===== src/rtl/muladd_pkg.sv =====
// muladd_pkg: shared state enum, default width and counter sizing for the muladd engine
package muladd_pkg;

    typedef enum logic {IDLE, RUN} state_t;

    localparam int DEF_W = 32;
    localparam int CNT_W = $clog2(DEF_W);

    function automatic int cnt_width(input int w);
        return (w > 1) ? $clog2(w) : 1;
    endfunction

endpackage


===== src/rtl/muladd_if.sv =====
// muladd_if: start/operand/result bundle between a requester (master) and the muladd engine (slave)
interface muladd_if #(parameter int W = muladd_pkg::DEF_W);

    logic           en;
    logic [W-1:0]   a;
    logic [W-1:0]   x;
    logic [W-1:0]   c;
    logic [2*W-1:0] p;
    logic           busy;
    logic           done;

    modport master (output en, a, x, c, input p, busy, done);
    modport slave  (input en, a, x, c, output p, busy, done);

endinterface


===== src/rtl/muladd_step.sv =====
// muladd_step: one radix-2 shift-add step; adds a when lo[0] is set, then shifts {carry, hi, lo} right by one
module muladd_step #(
    parameter int W = 32
) (
    input  logic [W-1:0] hi_i,
    input  logic [W-1:0] lo_i,
    input  logic [W-1:0] a_i,
    output logic [W-1:0] hi_o,
    output logic [W-1:0] lo_o
);

    logic [W:0] sum;

    // conditional add into the upper half, carry kept in sum[W] and shifted back in
    always_comb begin
        sum  = {1'b0, hi_i} + (lo_i[0] ? {1'b0, a_i} : '0);
        hi_o = sum[W:1];
        lo_o = {sum[0], lo_i[W-1:1]};
    end

endmodule


===== src/rtl/muladd.sv =====
// muladd: sequential p = a*x + c over W cycles, en/done handshake; MULADD_ACC_EN enables the addend path (else p = a*x)
module muladd
    import muladd_pkg::*;
#(
    parameter int W = DEF_W
) (
    input  logic     clk,
    input  logic     rst,
    muladd_if.slave  s
);

    localparam int CW = cnt_width(W);

    state_t         state_q, state_d;
    logic [CW-1:0]  cnt_q, cnt_d;
    logic [W-1:0]   a_q, a_d;
    logic [W-1:0]   hi_q, hi_d;
    logic [W-1:0]   lo_q, lo_d;
    logic [W-1:0]   hi_n, lo_n;
    logic [2*W-1:0] p_q, p_d;
    logic [2*W-1:0] res;
    logic           done_q, done_d;

    muladd_step #(.W(W)) u_step (
        .hi_i (hi_q),
        .lo_i (lo_q),
        .a_i  (a_q),
        .hi_o (hi_n),
        .lo_o (lo_n)
    );

`ifdef MULADD_ACC_EN
    logic [W-1:0] c_q, c_d;

    // addend folded in once on the final step; a*x + c cannot exceed 2W bits
    assign res = {hi_n, lo_n} + {{W{1'b0}}, c_q};

    // addend register, loaded only when an operation is accepted
    always_ff @(posedge clk or posedge rst) begin
        if (rst) c_q <= '0;
        else     c_q <= c_d;
    end

    assign c_d = (state_q == IDLE && s.en) ? s.c : c_q;
`else
    assign res = {hi_n, lo_n};
`endif

    // state, counter and datapath registers; reset discards any in-flight operation
    always_ff @(posedge clk or posedge rst) begin
        if (rst) begin
            state_q <= IDLE;
            cnt_q   <= '0;
            a_q     <= '0;
            hi_q    <= '0;
            lo_q    <= '0;
            p_q     <= '0;
            done_q  <= 1'b0;
        end else begin
            state_q <= state_d;
            cnt_q   <= cnt_d;
            a_q     <= a_d;
            hi_q    <= hi_d;
            lo_q    <= lo_d;
            p_q     <= p_d;
            done_q  <= done_d;
        end
    end

    // IDLE accepts en and latches operands; RUN steps once per cycle and publishes on the last step
    always_comb begin
        state_d = state_q;
        cnt_d   = cnt_q;
        a_d     = a_q;
        hi_d    = hi_q;
        lo_d    = lo_q;
        p_d     = p_q;
        done_d  = 1'b0;
        if (state_q == IDLE) begin
            if (s.en) begin
                state_d = RUN;
                cnt_d   = '0;
                a_d     = s.a;
                hi_d    = '0;
                lo_d    = s.x;
            end
        end else begin
            hi_d  = hi_n;
            lo_d  = lo_n;
            cnt_d = cnt_q + CW'(1);
            if (cnt_q == CW'(W - 1)) begin
                state_d = IDLE;
                p_d     = res;
                done_d  = 1'b1;
            end
        end
    end

    assign s.p    = p_q;
    assign s.busy = (state_q == RUN);
    assign s.done = done_q;

endmodule

===== src/flat_wrapper.sv =====
// flat-port wrapper written by rule: the top's interface ports become plain ports
module muladd_flat import muladd_pkg::*;
#(
    parameter int W = DEF_W
)
  (clk, rst, s_en, s_a, s_x, s_c, s_p, s_busy, s_done);
  muladd_if #(.W(W)) s_i ();
  input  logic clk;
  input  logic rst;
  input wire logic [$bits(s_i.en)-1:0] s_en;
  input wire logic [$bits(s_i.a)-1:0] s_a;
  input wire logic [$bits(s_i.x)-1:0] s_x;
  input wire logic [$bits(s_i.c)-1:0] s_c;
  output wire logic [$bits(s_i.p)-1:0] s_p;
  output wire logic [$bits(s_i.busy)-1:0] s_busy;
  output wire logic [$bits(s_i.done)-1:0] s_done;
  assign s_i.en = s_en;
  assign s_i.a = s_a;
  assign s_i.x = s_x;
  assign s_i.c = s_c;
  assign s_p = s_i.p;
  assign s_busy = s_i.busy;
  assign s_done = s_i.done;
  muladd #(.W(W)) u_core (.clk(clk), .rst(rst), .s(s_i));
endmodule

===== config.mk =====
export PLATFORM = sky130hd
export DESIGN_NAME = muladd_flat
export DESIGN_NICKNAME = d
export VERILOG_FILES = /design/src/rtl/muladd_pkg.sv /design/src/rtl/muladd_if.sv /design/src/rtl/muladd_step.sv /design/src/rtl/muladd.sv /design/src/flat_wrapper.sv
export SDC_FILE = /design/constraint.sdc
export NUM_CORES = 1
export LEC_CHECK = 0
export ABC_AREA = 0
export ABC_CLOCK_PERIOD_IN_PS = 14800
export BUFFER_PORTS_ARGS = -buffer_cell sky130_fd_sc_hd__buf_2
export CELL_PAD_IN_SITES_DETAIL_PLACEMENT = 2
export CELL_PAD_IN_SITES_GLOBAL_PLACEMENT = 2
export CORE_UTILIZATION = 38
export CTS_CLUSTER_SIZE = 40
export DETAILED_ROUTE_END_ITERATION = 7
export PLACE_DENSITY_LB_ADDON = 0.1
export SLEW_MARGIN = 10
export SYNTH_ARGS = -nofsm -noshare
export SYNTH_HDL_FRONTEND = slang
export SYNTH_SLANG_ARGS = --single-unit
export TNS_END_PERCENT = 20

===== constraint.sdc =====
create_clock -name clk -period 14.8 [get_ports clk]
set_input_delay 3.7 -clock clk [delete_from_list [all_inputs] [get_ports clk]]
set_output_delay 3.7 -clock clk [all_outputs]
set_load 0.005 [all_outputs]

==> results of run 1 <==
[power groups by stage]
| stage | sequential (uW) | clock, uW | combinational, uW |
|---|---|---|---|
| floorplan | 782 | 0 | 752 |
| global placement | 805 | 0 | 983 |
| detailed placement | 823 | 0 | 1040 |
| CTS | 817 | 437 | 1060 |
| global route | 842 | 453 | 1170 |
| finish | 814 | 425 | 1050 |
[cell usage in the layout (no fill, tap or decap), types with 4 or more instances in the layout]
cell type	Yosys	layout
a31oi_1	4	4
xor2_1	11	11
o21bai_1	6	6
nand4_1	10	10
o21a_1	4	4
mux2i_1	34	34
o21ai_0	55	55
clkinvlp_4	0	4
buf_4	2	6
dfrtp_1	167	166
mux2_2	46	46
a221oi_1	5	5
or3_1	8	8
nand3_1	23	23
a21oi_1	30	30
nor2_1	20	19
clkbuf_16	0	17
a21o_1	16	16
xnor2_1	15	15
and3_1	6	6
buf_2	2	132
ha_1	34	34
nor3_1	7	7
inv_1	13	12
nand2_1	191	190
and2_1	33	33
a22o_1	20	20
[layer usage]
| metal | share of wire, % | vias to the layer above |
|---|---|---|
| met3 | 2.3 | 25 |
| met5 | 0 | - |
| met2 | 52 | 99 |
| li1 | - | 3233 |
| met4 | 1.1 | 0 |
| met1 | 44 | 3548 |
[registers in the layout, summed over array words and instances (netlist names)]
| signal | count |
|---|---|
| u_core.s.p | 64 |
| u_core.hi_q | 32 |
| u_core.cnt_q | 5 |
| u_core.lo_q | 32 |
| u_core.s.busy | 1 |
| u_core.a_q | 32 |
| u_core.s.done | 1 |
[how the worst min path moves through the flow]
stage	from	end	slack (ps)	depth (start not counted)
final	u_core.s.p[17]$_DFFE_PP0P_	u_core.s.p[17]$_DFFE_PP0P_	470	2
after floorplan	u_core.hi_q[0]$_DFFE_PP0P_	u_core.hi_q[0]$_DFFE_PP0P_	460	2
after global placement	u_core.s.p[6]$_DFFE_PP0P_	u_core.s.p[6]$_DFFE_PP0P_	450	2
after detailed placement	u_core.s.p[25]$_DFFE_PP0P_	u_core.s.p[25]$_DFFE_PP0P_	460	2
after CTS	u_core.s.p[17]$_DFFE_PP0P_	u_core.s.p[17]$_DFFE_PP0P_	480	2
after global routing	u_core.s.p[44]$_DFFE_PP0P_	u_core.s.p[44]$_DFFE_PP0P_	510	2
[tightest hold or removal path, cell delays in order, from the launching register on]
cell,delay [ps]
dfrtp_1,340
nand2_1,50
nand2_1,50
[layout make-up]
| type | instances | area, sq um | area share (%) |
|---|---|---|---|
| repair buffers | 138 | 706 | 7.05 |
| inverters | 14 | 57.6 | 0.575 |
| clock buffers | 19 | 453 | 4.52 |
| clock inverters | 12 | 95.1 | 0.949 |
| multi-input cells | 634 | 4170 | 41.7 |
| flip-flops and latches | 167 | 4180 | 41.7 |
| well taps | 280 | 350 | 3.50 |
[cell families after synthesis]
| family | after synthesis | share of synthesized area [%] |
|---|---|---|
| mux | 80 | 9.96 |
| buf+inv | 61 | 3.17 |
| flops | 167 | 48.5 |
| xor+xnor | 26 | 2.64 |
| fa+ha+maj | 35 | 5.17 |
| simple gates | 319 | 17.1 |
| compound gates | 174 | 13.5 |
[per-stage QoR]
stage	total power (uW)	setup WS [ps]	instances	util (%)	hold slack (ps)
6_report	2290	9040	1264	45.5	475
5_1_grt	2470	8850	1264	45.5	505
4_1_cts	2320	8990	1264	45.5	480
3_5_place_dp	1870	8540	1233	43.0	461
3_3_place_gp	1790	8620	1233	43.0	452
2_1_floorplan	1530	6580	862	-	456
==> results.md, run 1 <==
* Status: finished, violations left
* Failing checks: DRC
* Critical path arrival at 6070 ps
* Antenna cells at 0
* Routed WL per cell at 20.0 microns
* Synth area leader: dfrtp_1
* R2R depth at 11
* Avg Cell Area, Syn at about 10 sq um
* Antenna-violating nets left at 0
* CP max stage cell: nor2_4
* Synth area leaders: dfrtp_1, nand2_1, mux2_2
* Seq/Total Area, Yosys at 48.5%
* Total wire length at 25.3 mm
* Setup repair bufs after CTS at 0
* Worst-Skew Late Latency at between 400 and 500 ps
* Root buffer cell: clkbuf_16
* Met2 Use GR at 41.5%
* Peak Freq at 0.174 GHz
* Total of max-cap violations at 0
* EDFF count, synth at 0
* First drt pass iteration count at 8
* Synthesized area at 8620 sq um
* Crit path kind: input pin to flip-flop
* Width of the chip at 153 microns
* Worst-Margin Slew at 1180 ps
* Cells after Synth at around 860
* DR vias at about 7000
* Syn-to-layout area delta at 16.3%
* Finished layout cell area at 10000 sq um
* Power per cell area at 229 nW/um^2
* Post-synthesis cell type count at 65
* Internal at approximately 1400 uW
* Layout Skew at 12.2 ps
* First-pass GRT wire length at about 42 mm
* Crit end category: flip-flop
* Post-synth top area share at just under 50%
* Worst setup path startpoint: s_en
* Crit path max fanout at 38
* Levels on crit path at 5
* P_leak at 0.00484 uW
* Synth top cells by count: nand2_1, dfrtp_1, o21ai_0
* Slew Limit Headroom at 21.2%
* CP peak stage delay at 970 ps
* Fin. Hold Viols at 0
* Share of power burned in registers at 35.5%
* Vias in the first global route at 7856
* Comb power frac at 45.9%
* Gr ovfl total at 0
* CTS resizes at 0
* Post-layout min period at 5760 ps
* Clk buf depth at 2
* Crit-path cells: buf_2, buf_4, inv_1, nor2_4, mux2_2
* RR Startpoint: u_core.lo_q[0]$_DFFE_PP0P_
* TritonCTS clock tree: yes
* Number of top-level pins at 165
* Clk sink count at 167
* Post-DP HPWL at 17.2 mm
* Filler Cell Count at about 2400
* Setup crit start kind: input pin
* Synth Flop Type: dfrtp_1
* Core area at 22000 sq um
* Largest net degree at the start of global routing at 102
* NumNets Final at ~1100
* Crit path max-delay family: simple AND/OR/NAND/NOR gates
* Clock Power Share at 18.6%
* Initial Util at 39.1%
* Die Area at 23300 sq um
* Top-count cell post-synth: nand2_1
* Die H at 153 microns
* Required time of the critical path at 15110 ps
* Syn nets at about 1000
* Crit Reg-Reg Endpoint: u_core.hi_q[29]$_DFFE_PP0P_
* # rows at 54
* Fraction of layout cells with a size suffix above 1 at between 20% and 30%
* DRT iter0 DRCs at 270
* HP Class: flip-flop to flip-flop
* Routability cong. at 0.850
* Worst vdd ir at around 0.082 mV
* CP Buf/Inv Count at 3
* Met1 usage at 28.3%
* Cts bufs inserted at 17
* H-tree Lvls at 4
* Post-synth ARST share at 100%
* Synthesis Warnings at 0
* Flop2flop setup slack at 10710 ps
* Sw frac at roughly two fifths
* Hold-fix buffer count after cts at 0
* DR DRC count at 3
* RSZ-0062 raised after global routing: no
* End of the critical path: u_core.a_q[17]$_DFFE_PP0P_
* Sw Pwr at 934 uW
* Port-buffer cells at 132
* GRT Util Overall at 22.8%
* FF+latch count, synth at approximately 170
* Via density at 5.46
* Final TNS setup at 0 ps
* Clock transition at path regs at about 70 ps
* Met3 global-route usage at 3.78%
* Final Cycle Share at 38.9%
* Dpl cell area at 9470 sq um
* Pins Over Slew Limit at 0
* Grt peak-use layer: met2
* Final setup violation count at 0
* Initial antenna violation count at 0
Note: power is estimated with default switching activity, not from simulation.
==> run 2, diff against run 1 <==
- ABC_CLOCK_PERIOD_IN_PS: 14800 -> 4800
- CORE_UTILIZATION: 38 -> 31
- clock period: 14.8 -> 4.8 ns (I/O delays scaled with it)
==> results.md, run 2 (synthesis results as in run 1) <==
* Status: completed
* Crit end category: flip-flop
* Grt peak-use layer: met2
* Pwr Total at 7120 uW (+210%)
* DRT iter0 DRCs at 226 (-16%)
* Filler Cell Count at 2999 (+24%)
* RR Startpoint: u_core.lo_q[0]$_DFFE_PP0P_
* Width of the chip at 169 microns (+11%)
* Final setup violation count at 0 (unchanged)
* Syn-to-layout area delta at 18.7%
* Placed cells at 1328 (+7.7%)
* Via density at 4.99 (-8.7%)
* Final TNS setup at 0 ps (unchanged)
* Vias in the first global route at 7522 (-4.3%)
* Critical path arrival at 4070 ps (-2000 ps)
* Largest net degree at the start of global routing at 102 (unchanged)
* Worst-Margin Slew at 1120 ps (-60.1 ps)
* Slew Limit Headroom at 25.2% (+4.0 points)
* Initial antenna violation count at 0 (unchanged)
* Finished layout cell area at 10200 sq um (+2.1%)
* Initial Util at 31.8% (-7.3 points)
* Die Area at 28500 sq um (+22%)
* R2R depth at 11 (unchanged)
* Layout Skew at 15.9 ps (+3.72 ps)
* Worst setup path startpoint: u_core.lo_q[0]$_DFFE_PP0P_
* Setup repair bufs after CTS at 0 (unchanged)
* P_leak at 0.00489 uW (+1.0%)
* Routability cong. at 0.782 (-8.0%)
* CP max stage cell: dfrtp_1
* NumNets Final at 1109 (+0.27%)
* Final Cycle Share at 77.3%
* Root buffer cell: clkbuf_16
* GRT Util Overall at 18.5% (-4.3 points)
* Flop2flop setup slack at 1090 ps (-9620 ps)
* Setup crit start kind: flip-flop
* Most common cell after layout, fill and taps aside: nand2_1
* Total wire length at 24.9 mm (-1.3%)
* Cts bufs inserted at 17 (unchanged)
* Antenna-violating nets left at 0 (unchanged)
* Sequential cell area at 4180 sq um (about the same)
* # rows at 60 (+11%)
* Met3 global-route usage at 2.38% (-1.4 points)
* First drt pass iteration count at 4 (-4)
* Power per cell area at 696 nW/um^2 (+200%)
* Area of the multi-input gates at 4180 sq um (+0.18%)
* Required time of the critical path at 5160 ps (-9950 ps)
* Final core occ at 37.8% (-7.7 points)
* Largest register FFs at 64 (unchanged)
* Routed WL per cell at 18.3 microns (-8.2%)
* Core area at 27100 sq um (+23%)
* Port-buffer cells at 132 (unchanged)
* Clk buf depth at 2 (unchanged)
* Gr ovfl total at 0 (unchanged)
* Post-DP HPWL at 17.0 mm (-0.90%)
* Crit path max fanout at 24 (-37%)
* Most frequent cells in the layout: nand2_1, dfrtp_1, buf_2
* Clk sink count at 167 (unchanged)
* Fin. Hold Viols at 0 (unchanged)
* Worst vdd ir at 0.317 mV (+290%)
* Peak Freq at 0.270 GHz
* DR DRC count at 0 (-3)
* DR vias at 6785 (-1.7%)
* Pins Over Slew Limit at 0 (unchanged)
* Fraction of layout cells with a size suffix above 1 at 24.7% (+0.31 points)
* Dpl cell area at 9630 sq um (+1.7%)
* Antenna cells at 0 (unchanged)
* H-tree Lvls at 4 (unchanged)
* Final Non-Filler Cells at 1360 (+7.6%)
* Die H at 169 microns (+11%)
* Hold-fix buffer count after cts at 0 (unchanged)
* Post-layout min period at 3710 ps
* Met1 usage at 24.6% (-3.7 points)
* End of the critical path: u_core.s.p[57]$_DFFE_PP0P_
* Clock transition at path regs at 70 ps (about the same)
* RSZ-0062 raised after global routing: no
* CP peak stage delay at 850 ps (-120 ps)
* First-pass GRT wire length at 41.3 mm (-2.3%)
* Met2 Use GR at 31.8% (-9.7 points)
* Number of top-level pins at 165 (unchanged)
* Crit-path cells: and2_1, ha_1, inv_1, fa_1, and2b_1, o2111ai_2, a211o_1, and3_4, o31a_1, or4_1, nand3_1
* CTS resizes at 0 (unchanged)
* HP Class: flip-flop to flip-flop
* Worst-Skew Late Latency at 430 ps (about the same)
* Crit Reg-Reg Endpoint: u_core.s.p[57]$_DFFE_PP0P_
* TritonCTS clock tree: yes
* Crit path kind: flip-flop to flip-flop
* Total of max-cap violations at 0 (unchanged)
run 2: changes by cell type in the layout (fill, tap and decap cells not counted), moves of 2 or more:
cell	change
buf_4	+2
bufinv_16	+2
inv_6	+2
clkinvlp_4	-2
run 2: cell type report:
| class | instances | area share [%] |
|---|---|---|
| clock buffer | 19 | 4.33 |
| clock inverter | 13 | 1.58 |
| inverter | 14 | 0.550 |
| multi-input combinational | 634 | 40.9 |
| sequential | 167 | 40.9 |
| tap | 372 | 4.55 |
| timing repair buffer | 141 | 7.24 |
run 2: critical path, delay by kind of cell, from the launching register on:
family / cells / cell delay, ps
AO/OA/AOI/OAI: 3 / 890
AND/OR/NAND/NOR: 5 / 1290
buffers and inverters: 1 / 60
adder cells (fa/ha/maj): 2 / 550
flip-flops: 1 / 850
run 2: how the worst min path moves through the flow:
| stage | depth (start not counted) | startpoint | to | slack, ps |
|---|---|---|---|---|
| floorplan | 2 | u_core.hi_q[0]$_DFFE_PP0P_ | u_core.hi_q[0]$_DFFE_PP0P_ | 460 |
| global placement | 2 | u_core.s.p[5]$_DFFE_PP0P_ | u_core.s.p[5]$_DFFE_PP0P_ | 450 |
| detailed placement | 2 | u_core.s.p[3]$_DFFE_PP0P_ | u_core.s.p[3]$_DFFE_PP0P_ | 460 |
| CTS | 2 | u_core.s.p[3]$_DFFE_PP0P_ | u_core.s.p[3]$_DFFE_PP0P_ | 480 |
| global route | 2 | u_core.s.p[3]$_DFFE_PP0P_ | u_core.s.p[3]$_DFFE_PP0P_ | 500 |
| finish | 2 | u_core.s.p[3]$_DFFE_PP0P_ | u_core.s.p[3]$_DFFE_PP0P_ | 470 |
run 2: layer usage:
layer  vias to the layer above  share of wire (%)
li1                       3243                  -
met1                      3448                 48
met2                        81                 49
met3                        13                1.9
met4                         0                1.0
met5                         -                  0
run 2: through the flow:
step	setup WS [ps]	hold WS [ps]
after floorplan	1470	456
after global placement	1100	454
after detailed placement	1030	457
after CTS	1010	476
after global routing	800	500
final	1090	468
run 2: report_power, final:
group / internal (uW) / switching (uW)
Clock: 799 / 647
Sequential: 2080 / 472
Combinational: 1410 / 1710
